==> src/rtl/multi_shift_pkg.sv <==
`default_nettype none
// ============================================================================
//  Module      : multi_shift_pkg
//  Description : Shared state encoding and helpers for the multi-step
//                shift sequencer.
//  Revision    : 1.0 - initial release
// ============================================================================
package multi_shift_pkg;

    // Sequencer states; width is explicit so the encoding is fixed.
    typedef enum logic [1:0] {
        IDLE = 2'd0,
        RUN  = 2'd1,
        DONE = 2'd2
    } state_e;

    // Select index that makes the shifter pass its input through unchanged.
    function automatic int identity_sel_idx(input int max_shift_mag);
        return max_shift_mag;
    endfunction

endpackage
`default_nettype wire

==> src/rtl/shift_step_sel.sv <==
`default_nettype none
// ============================================================================
//  Module      : shift_step_sel
//  Description : Clamps the remaining shift amount to the largest step the
//                shifter can take and produces the step and its one-hot
//                select.
//  Revision    : 1.0 - initial release
// ============================================================================
module shift_step_sel
    import multi_shift_pkg::*;
#(
    parameter int MAX_SHIFT_MAG = 2,
    parameter int AMT_W         = 6
) (
    input  logic signed [AMT_W-1:0]       i_rem,
    output logic signed [AMT_W-1:0]       o_step,
    output logic [2*MAX_SHIFT_MAG:0]      o_sel
);

    localparam int c_SEL_W = 2 * MAX_SHIFT_MAG + 1;
    localparam int c_ID    = identity_sel_idx(MAX_SHIFT_MAG);

    logic signed [31:0] w_rem_ext;
    logic signed [31:0] w_step_ext;

    // Clamp in 32 bits so the +/-MAX_SHIFT_MAG limits are representable
    // regardless of AMT_W; the clamped result always fits back in AMT_W
    // because it never exceeds |rem|.
    always_comb begin
        w_rem_ext = 32'(i_rem);
        if (w_rem_ext > 32'sd0 + MAX_SHIFT_MAG) begin
            w_step_ext = MAX_SHIFT_MAG;
        end else if (w_rem_ext < -MAX_SHIFT_MAG) begin
            w_step_ext = -MAX_SHIFT_MAG;
        end else begin
            w_step_ext = w_rem_ext;
        end
        o_step = AMT_W'(w_step_ext);
    end

    // Build the one-hot select by comparison so no index can go out of range.
    always_comb begin
        o_sel = '0;
        for (int i = 0; i < c_SEL_W; i++) begin
            o_sel[i] = (i == (c_ID + w_step_ext));
        end
    end

endmodule
`default_nettype wire

==> src/rtl/multi_shift_seq.sv <==
`default_nettype none
// ============================================================================
//  Module      : multi_shift_seq
//  Description : Applies an arbitrary signed shift by iterating a bounded
//                combinational shifter, with valid/ready on both sides.
//  Revision    : 1.0 - initial release
// ============================================================================
module multi_shift_seq
    import multi_shift_pkg::*;
#(
    parameter int LEN           = 8,
    parameter int MAX_SHIFT_MAG = 2,
    parameter int AMT_W         = 6
) (
    input  logic                          clk,
    input  logic                          rst,
    input  logic                          in_valid,
    output logic                          in_ready,
    input  logic [0:LEN-1]                in_data,
    input  logic signed [AMT_W-1:0]       in_amt,
    output logic [0:LEN-1]                shf_data_o,
    output logic [2*MAX_SHIFT_MAG:0]      shf_sel_o,
    input  logic [0:LEN-1]                shf_data_i,
    output logic                          out_valid,
    input  logic                          out_ready,
    output logic [0:LEN-1]                out_data,
    output logic                          busy
);

    localparam int c_SEL_W = 2 * MAX_SHIFT_MAG + 1;
    localparam logic [c_SEL_W-1:0] c_SEL_ID =
        c_SEL_W'(1) << identity_sel_idx(MAX_SHIFT_MAG);

    // Reject illegal parameter sets during elaboration.
    if (MAX_SHIFT_MAG < 1 || MAX_SHIFT_MAG > LEN - 1) begin : g_bad_mag
        $error("multi_shift_seq: MAX_SHIFT_MAG must be in 1..LEN-1");
    end
    if (AMT_W < 2) begin : g_bad_amt_w
        $error("multi_shift_seq: AMT_W must be at least 2");
    end

    state_e                    r_state_q, w_state_d;
    logic [0:LEN-1]            r_acc_q,   w_acc_d;
    logic signed [AMT_W-1:0]   r_rem_q,   w_rem_d;

    logic signed [AMT_W-1:0]   w_step;
    logic [c_SEL_W-1:0]        w_step_sel;
    logic signed [AMT_W:0]     w_amt_ext;
    logic [AMT_W:0]            w_amt_abs;
    logic                      w_oversize;
    logic                      w_run;

    shift_step_sel #(
        .MAX_SHIFT_MAG (MAX_SHIFT_MAG),
        .AMT_W         (AMT_W)
    ) u_step_sel (
        .i_rem  (r_rem_q),
        .o_step (w_step),
        .o_sel  (w_step_sel)
    );

    // Magnitude taken one bit wider so the most-negative amount is exact.
    always_comb begin
        w_amt_ext  = {in_amt[AMT_W-1], in_amt};
        w_amt_abs  = w_amt_ext[AMT_W] ? $unsigned(-w_amt_ext) : $unsigned(w_amt_ext);
        w_oversize = (32'(w_amt_abs) >= 32'(LEN));
    end

    // Select only leaves identity while actually iterating; reset forces it.
    always_comb begin
        w_run      = (r_state_q == RUN) && !rst;
        shf_sel_o  = w_run ? w_step_sel : c_SEL_ID;
        shf_data_o = r_acc_q;
        in_ready   = (r_state_q == IDLE) && !rst;
        out_valid  = (r_state_q == DONE);
        out_data   = r_acc_q;
        busy       = (r_state_q != IDLE);
    end

    // Next-state, accumulator and remaining-amount logic.
    always_comb begin
        w_state_d = r_state_q;
        w_acc_d   = r_acc_q;
        w_rem_d   = r_rem_q;
        case (r_state_q)
            IDLE: begin
                if (in_valid) begin
                    w_acc_d = in_data;
                    w_rem_d = in_amt;
                    if (in_amt == '0) begin
                        w_state_d = DONE;
                    end else if (w_oversize) begin
                        w_acc_d   = '0;
                        w_state_d = DONE;
                    end else begin
                        w_state_d = RUN;
                    end
                end
            end
            RUN: begin
                w_acc_d = shf_data_i;
                w_rem_d = r_rem_q - w_step;
                if (w_rem_d == '0) begin
                    w_state_d = DONE;
                end
            end
            DONE: begin
                if (out_ready) begin
                    w_state_d = IDLE;
                end
            end
            default: begin
                w_state_d = IDLE;
            end
        endcase
    end

    // State registers with synchronous reset.
    always_ff @(posedge clk) begin
        if (rst) begin
            r_state_q <= IDLE;
            r_acc_q   <= '0;
            r_rem_q   <= '0;
        end else begin
            r_state_q <= w_state_d;
            r_acc_q   <= w_acc_d;
            r_rem_q   <= w_rem_d;
        end
    end

endmodule
`default_nettype wire
==> config.mk <==
export PLATFORM = sky130hd
export DESIGN_NAME = multi_shift_seq
export DESIGN_NICKNAME = d
export VERILOG_FILES = /design/src/rtl/multi_shift_pkg.sv /design/src/rtl/shift_step_sel.sv /design/src/rtl/multi_shift_seq.sv
export SDC_FILE = /design/constraint.sdc
export NUM_CORES = 1
export LEC_CHECK = 0
export ABC_AREA = 1
export CAP_MARGIN = 20
export CORE_AREA = 10 10 86 58
export DETAILED_ROUTE_END_ITERATION = 12
export DIE_AREA = 0 0 96 68
export PLACE_DENSITY = 0.79
export SYNTH_ARGS = -nofsm -noshare
export SYNTH_HDL_FRONTEND = slang
export SYNTH_SLANG_ARGS = --single-unit
==> constraint.sdc <==
create_clock -name clk -period 3.4 [get_ports clk]
set_input_delay 0.34 -clock clk [delete_from_list [all_inputs] [get_ports clk]]
set_output_delay 0.34 -clock clk [all_outputs]
set_load 0.1 [all_outputs]
; ---- After elaboration in Yosys (flattened, before gate mapping)
; Index checks and enable logic that the tools add are counted.
; W data, S select, Z words.
[totals]
output_inout_bits = 24
inputBits = 26
word_cells = 45
ff_bits = 16
[op_classes]
n_reduce_logical = 11
n_eq_ne = 9
order_cmp = 3
mux = 16
n_addsub = 3
[op_table]
columns = op, count
row1 = $eq A3 B32 Y1 const A, 2
row2 = $mux W32, 2
row3 = $add A3 B32 Y32 const A, 1
row4 = $eq A2 B32 Y1 const A, 1
row5 = $eq A4 B32 Y1 const A, 1
row6 = $logic_not A32 Y1, 1
row7 = $mux W8, 3
row8 = $pmux W8 S2, 1
row9 = $logic_not A6 Y1, 2
row10 = $pmux W6 S2, 1
row11 = $mux W2, 5
row12 = $ge A7 B4 Y1 const B, 1
row13 = $mux W7, 1
row14 = $neg A6 Y7, 1
row15 = $gt A6 B3 Y1 const B, 1
row16 = $lt A6 B2 Y1 const B, 1
row17 = $mux W6, 1
row18 = $pmux W2 S3, 1
row19 = $sub A6 B6 Y6, 1
row20 = $mux W5, 1
row21 = $ne A2 B1 Y1 const B, 2
row22 = $reduce_bool A2 Y1, 2
row23 = $reduce_and A3 Y1, 1
row24 = $eq A2 B1 Y1 const B, 1
row25 = 6 further kinds, 7

; ---- Depth between registers and ports, before layout
[logic_depth]
depth_word = 7
mapped_depth = 19
mapped_depth_nobuf = 19

; ---- By module
; A second synthesis with hierarchy kept.
[hier_totals]
cells_unflattened = 256
hier_area_um2 = 1725.4
[modules_own_cells]
columns = module, n_inst, cells_per_inst, area_per_inst_um2, seq_area_each_um2
row1 = multi_shift_seq, 1, 187, 1256.2, 320.3
row2 = shift_step_sel, 1, 69, 469.2, 0.0

; ---- Least setup slack after synthesis
; No wires, ideal clock.
[synth_path]
path_kind = reg2out
startpoint = register r_rem_q[1]
endpoint = output shf_sel_o[4]
t_required_ps = 3060
path_buffers = 0
arrival_time_ps = 4517
slack_ps = -1457
path_stages_with_launch = 18
cell_sequence = dfxtp_1 > inv_1 > nor3_1 > nand3_1 > ha_1 > nor2_1 > nand2_1 > ha_1 > inv_1 > nor2_1 > nand2_1 > ha_1 > nand2_1 > nor3_1 > nand3_1 > nor2_1 > nand3_1 > nor3_1
[synth_between]
elab_chain_len = 6
word_cells_on_any_way = 7
cone_classes = add/sub (1) / order compare (2) / eq/ne (1) / mux (3)
[synth_lines]
columns = item, line_no
row1 = start: declaration, multi_shift_seq.sv:44  ; logic signed [AMT_W-1:0] r_rem_q, w_rem_d;
row2 = start signal: assignment, multi_shift_seq.sv:127  ; r_rem_q <= w_rem_d;
row3 = $lt A6 B2 Y1, shift_step_sel.sv:33  ; end else if (w_rem_ext < -MAX_SHIFT_MAG) begin
row4 = $mux W32, shift_step_sel.sv:33
row5 = $mux W32 *, shift_step_sel.sv:31  ; if (w_rem_ext > 32'sd0 + MAX_SHIFT_MAG) begin
row6 = $add A3 B32 Y32 *, shift_step_sel.sv:45  ; o_sel[i] = (i == (c_ID + w_step_ext));
row7 = $eq A4 B32 Y1 *, shift_step_sel.sv:45
row8 = $mux W5 *, multi_shift_seq.sv:72  ; shf_sel_o = w_run ? w_step_sel : c_SEL_ID;
row9 = end: declaration, multi_shift_seq.sv:22  ; output logic [2*MAX_SHIFT_MAG:0] shf_sel_o,
; Every way passes the cells marked *; elsewhere a longest branch is shown, timed or not.

; ---- Worst setup path after layout
[layout_path]
startpoint = register r_rem_q[4]
endpoint = output shf_sel_o[3]
[layout_between]
elab_chain_len = 6
word_cells_on_any_way = 7
cone_classes = add/sub (1) / order compare (2) / eq/ne (1) / mux (3)
[layout_lines]
columns = item, line_no
row1 = $lt A6 B2 Y1, shift_step_sel.sv:33
row2 = $mux W32, shift_step_sel.sv:33
row3 = $mux W32 *, shift_step_sel.sv:31
row4 = $add A3 B32 Y32 *, shift_step_sel.sv:45
row5 = $eq A3 B32 Y1 *, shift_step_sel.sv:45
row6 = $mux W5 *, multi_shift_seq.sv:72
; Marked as above.

==> impl_results.md <==
* Run status: complete, but fails checks
* Die outline area at approximately 6500 um^2
* Net count of the finished layout at 346
* Most used cells in the layout excluding fill and tap cells: 41 x clkdlybuf4s50_1, 39 x nand2_1, 28 x inv_1
* Avg Vias per Cell at 5.36
* Clock-pin slew on the worst setup and hold paths at 0.06 ns
* Area of combinational cells with multiple inputs at 1160 um^2
* Number of max-cap violations at 0
* Share of the core filled with cells in the final layout at 69.1%
* Number of top-level design ports at 50
* Most common cell after layout, fill and taps aside: clkdlybuf4s50_1
* Final count of negative-setup-slack endpoints at 5
* Pre-antenna DRT Iters at 5
* Filler Cells Inserted at 259
* Reg-to-reg startpoint: r_rem_q[4]
* Clock latency at the later pin of the worst-skew pair at 0.25 ns
* First-pass GRT wire length at 8380 um
* Maximum number of buffers from clock root to sink at 2
* Worst max-slew margin expressed relative to the limit at 32.5%
* Slack of the critical path at -0.0375 ns
* Post-DR wirelength/cell at 15.8 um
* Max-slew violation total from the final report at 0
* Worst Hold Endpoint: out_data[5]
* Worst Clk Skew at around 0.0015 ns
* RSZ-0062 raised after global routing: true
* Std-Cell Rows at 17
* Critical hold path startpoint: out_data[5]
* Number of diodes at 0
* Setup tns final at -0.104 ns
* Maximum number of pins on one net before global-route repair at 16
* Highest fanout seen on the critical path at 6
* Cell chosen for the clock root: clkbuf_8
* Final count of hold timing violations at 0
* Area of all sequential standard cells at between 300 and 400 um^2
* Number of nets with antenna violations after detailed routing at 0
* Routed WL at around 5500 um
* Antenna violations before repair at 0
* Sinks on Clock Net at 16
* Via count at around 1.9k
* Sequential share of the synthesized area at between 20% and 30%
* Post-layout minimum cycle time at 3.44 ns
* Worst-case reg-to-reg path depth at 22
* Fin crit share at 101%
* Total number of H-tree levels at 1
* Worst hold path stage count at 2
* Setup crit start kind: flip-flop
* Leftover overflow at the end of global routing at 0
* Number of register bits inferred by synthesis at 16
* Weighted congestion reported at the end of routability-driven placement at 0.935
* WP data required at approximately 3.1 ns
* Mean Syn Cell Area at around 6.4 um^2
* Synth Warn # at 0
* Failing checks: negative setup slack
* Gr usage total at between 15 and 20%
* Core footprint at 3490 um^2
* Data arrival, critical path at 3.10 ns
* Hold Crit Class: reg -> reg
* Vias in the first global route at ~1.8k
* Worst-Margin Slew at slightly above 1 ns
* Total half-perimeter wirelength after legalization and detailed placement at 3940 um
* Drt initial violations at approximately 160
* Area added between synthesis and finish at 53.3%
* Width of the die at 96 um
* DRC violation count after routing at 0
* Layout cell share with drive strength beyond 1 at between 20 and 30%
* Worst setup EP type: output port
* Synthesized cell area at 1570 um^2
* Number of CTS-inserted buffers at 3
* Maximum achievable frequency at just under 300 MHz
* Gate count of the mapped netlist at 247
* Critical setup path kind: reg -> out
* Die Height at 68 um
* Number of port buffers at 49
* Post-synthesis net count at roughly 290
* Setup slack of the worst register-to-register path at between 0.4 and 0.5 ns
* Effective utilization at floorplan at 45.1%
* Distinct cells, synth at 29
* Clock tree from TritonCTS: done
* Endpoint of the most critical register-to-register path: r_state_q[0]
-- how the worst max path moves through the flow --
| stage | startpoint | to | slack, ns | cells past startpoint |
|---|---|---|---|---|
| detailed placement | r_rem_q[4] | shf_sel_o[4] | -0.06 | 18 |
| finish | r_rem_q[4] | shf_sel_o[3] | -0.04 | 18 |
| CTS | r_rem_q[4] | shf_sel_o[4] | -0.02 | 18 |
| global placement | r_rem_q[4] | shf_sel_o[4] | 0.01 | 18 |
| floorplan | r_rem_q[1] | shf_sel_o[0] | -0.26 | 17 |
| global route | r_rem_q[4] | shf_sel_o[2] | -0.28 | 19 |
-- flip-flops by register name, indices dropped and copies added, names as in the netlist --
name / cells
out_data: 8
r_rem_q: 6
r_state_q: 2
-- cell type report --
cell class,count,area share [%]
Inverter,40,6.43
Timing Repair Buffer,67,27.7
Multi-Input combinational cell,178,48.3
Sequential cell,16,13.4
Tap cell,47,2.44
Clock buffer,3,1.71
-- synth_stat cells --
| cell | n | share of area, % |
|---|---|---|
| nand2_1 | 42 | 10 |
| inv_1 | 31 | 7.4 |
| nand3_1 | 26 | 8.3 |
| a21oi_1 | 25 | 8.0 |
| nor2_1 | 24 | 5.7 |
| dfxtp_1 | 16 | 20 |
| ha_1 | 13 | 10 |
| o21ai_0 | 9 | 2.9 |
| buf_4 | 8 | 3.8 |
| inv_2 | 8 | 1.9 |
| o21ai_1 | 7 | 2.2 |
| nor2_2 | 5 | 2.0 |
| a211oi_1 | 4 | 1.9 |
| clkbuf_1 | 3 | 0.72 |
| nor2_4 | 3 | 2.1 |
| nor3_1 | 3 | 0.95 |
| buf_2 | 2 | 0.64 |
| nand2_2 | 2 | 0.80 |
| nand2_4 | 2 | 1.4 |
| nand3b_1 | 2 | 0.95 |
| nand4_1 | 2 | 0.80 |
| o22ai_1 | 2 | 0.80 |
| xor2_2 | 2 | 2.1 |
| fa_1 | 1 | 1.3 |
| inv_4 | 1 | 0.40 |
| nand3_2 | 1 | 0.64 |
| nor3_2 | 1 | 0.64 |
| nor4_1 | 1 | 0.40 |
| xnor2_1 | 1 | 0.56 |
-- repair_timing --
| item | in CTS | in global routing |
|---|---|---|
| buffers inserted | 10 | 1 |
| hold buffers | 0 | 0 |
| pin swaps | 14 | 12 |
| cloned | 0 | 0 |
| gates resized for setup | 22 | 10 |
| setup endpoints to repair | 5 | 5 |
-- cell families after synthesis --
family                   Yosys count  synth area share, %
AND/OR/NAND/NOR                  114                 34.8
buffers and inverters             53                 14.9
AO/OA/AOI/OAI                     47                 15.8
flip-flops                        16                 20.4
adder cells (fa/ha/maj)           14                 11.6
XOR/XNOR                           3                 2.63
-- routing by layer --
metal | GRT usage (%) | wire, um | vias up
met4 | 2.20 | 67 | 0
met1 | 21.5 | 2390 | 863
li1 | - | - | 916
met3 | 4.15 | 474 | 8
met5 | 0 | 0 | -
met2 | 25.4 | 2600 | 95
-- through the flow --
step | hold WS, ns | cell area (um^2) | worst slack (ns) | std cells
after floorplan | 0.418 | 1590 | -0.262 | 247
after global placement | 0.528 | 2160 | 0.0140 | 337
after detailed placement | 0.534 | 2160 | -0.0579 | 337
after CTS | 0.542 | 2350 | -0.0204 | 350
after global routing | 0.580 | 2410 | -0.275 | 351
final | 0.539 | 2410 | -0.0375 | 351
-- critical path, cell delays in order, from the launching register on --
cell     delay, ns
dfxtp_2       0.34
inv_2         0.04
nor3_2        0.17
nand3_1       0.14
ha_4          0.34
nor2_4        0.04
nor2_2        0.13
ha_2          0.22
inv_2         0.05
nor2_4        0.09
nand2_2       0.08
ha_4          0.29
nand2_4       0.05
nor3_4        0.18
nand3_2       0.12
nor2_2        0.15
nand2_4       0.10
nor2_4        0.13
buf_12        0.18
Power is left out: the tool's default activity adds up to more than one toggle a clock period on the data nets, which glitch-free logic cannot reach.
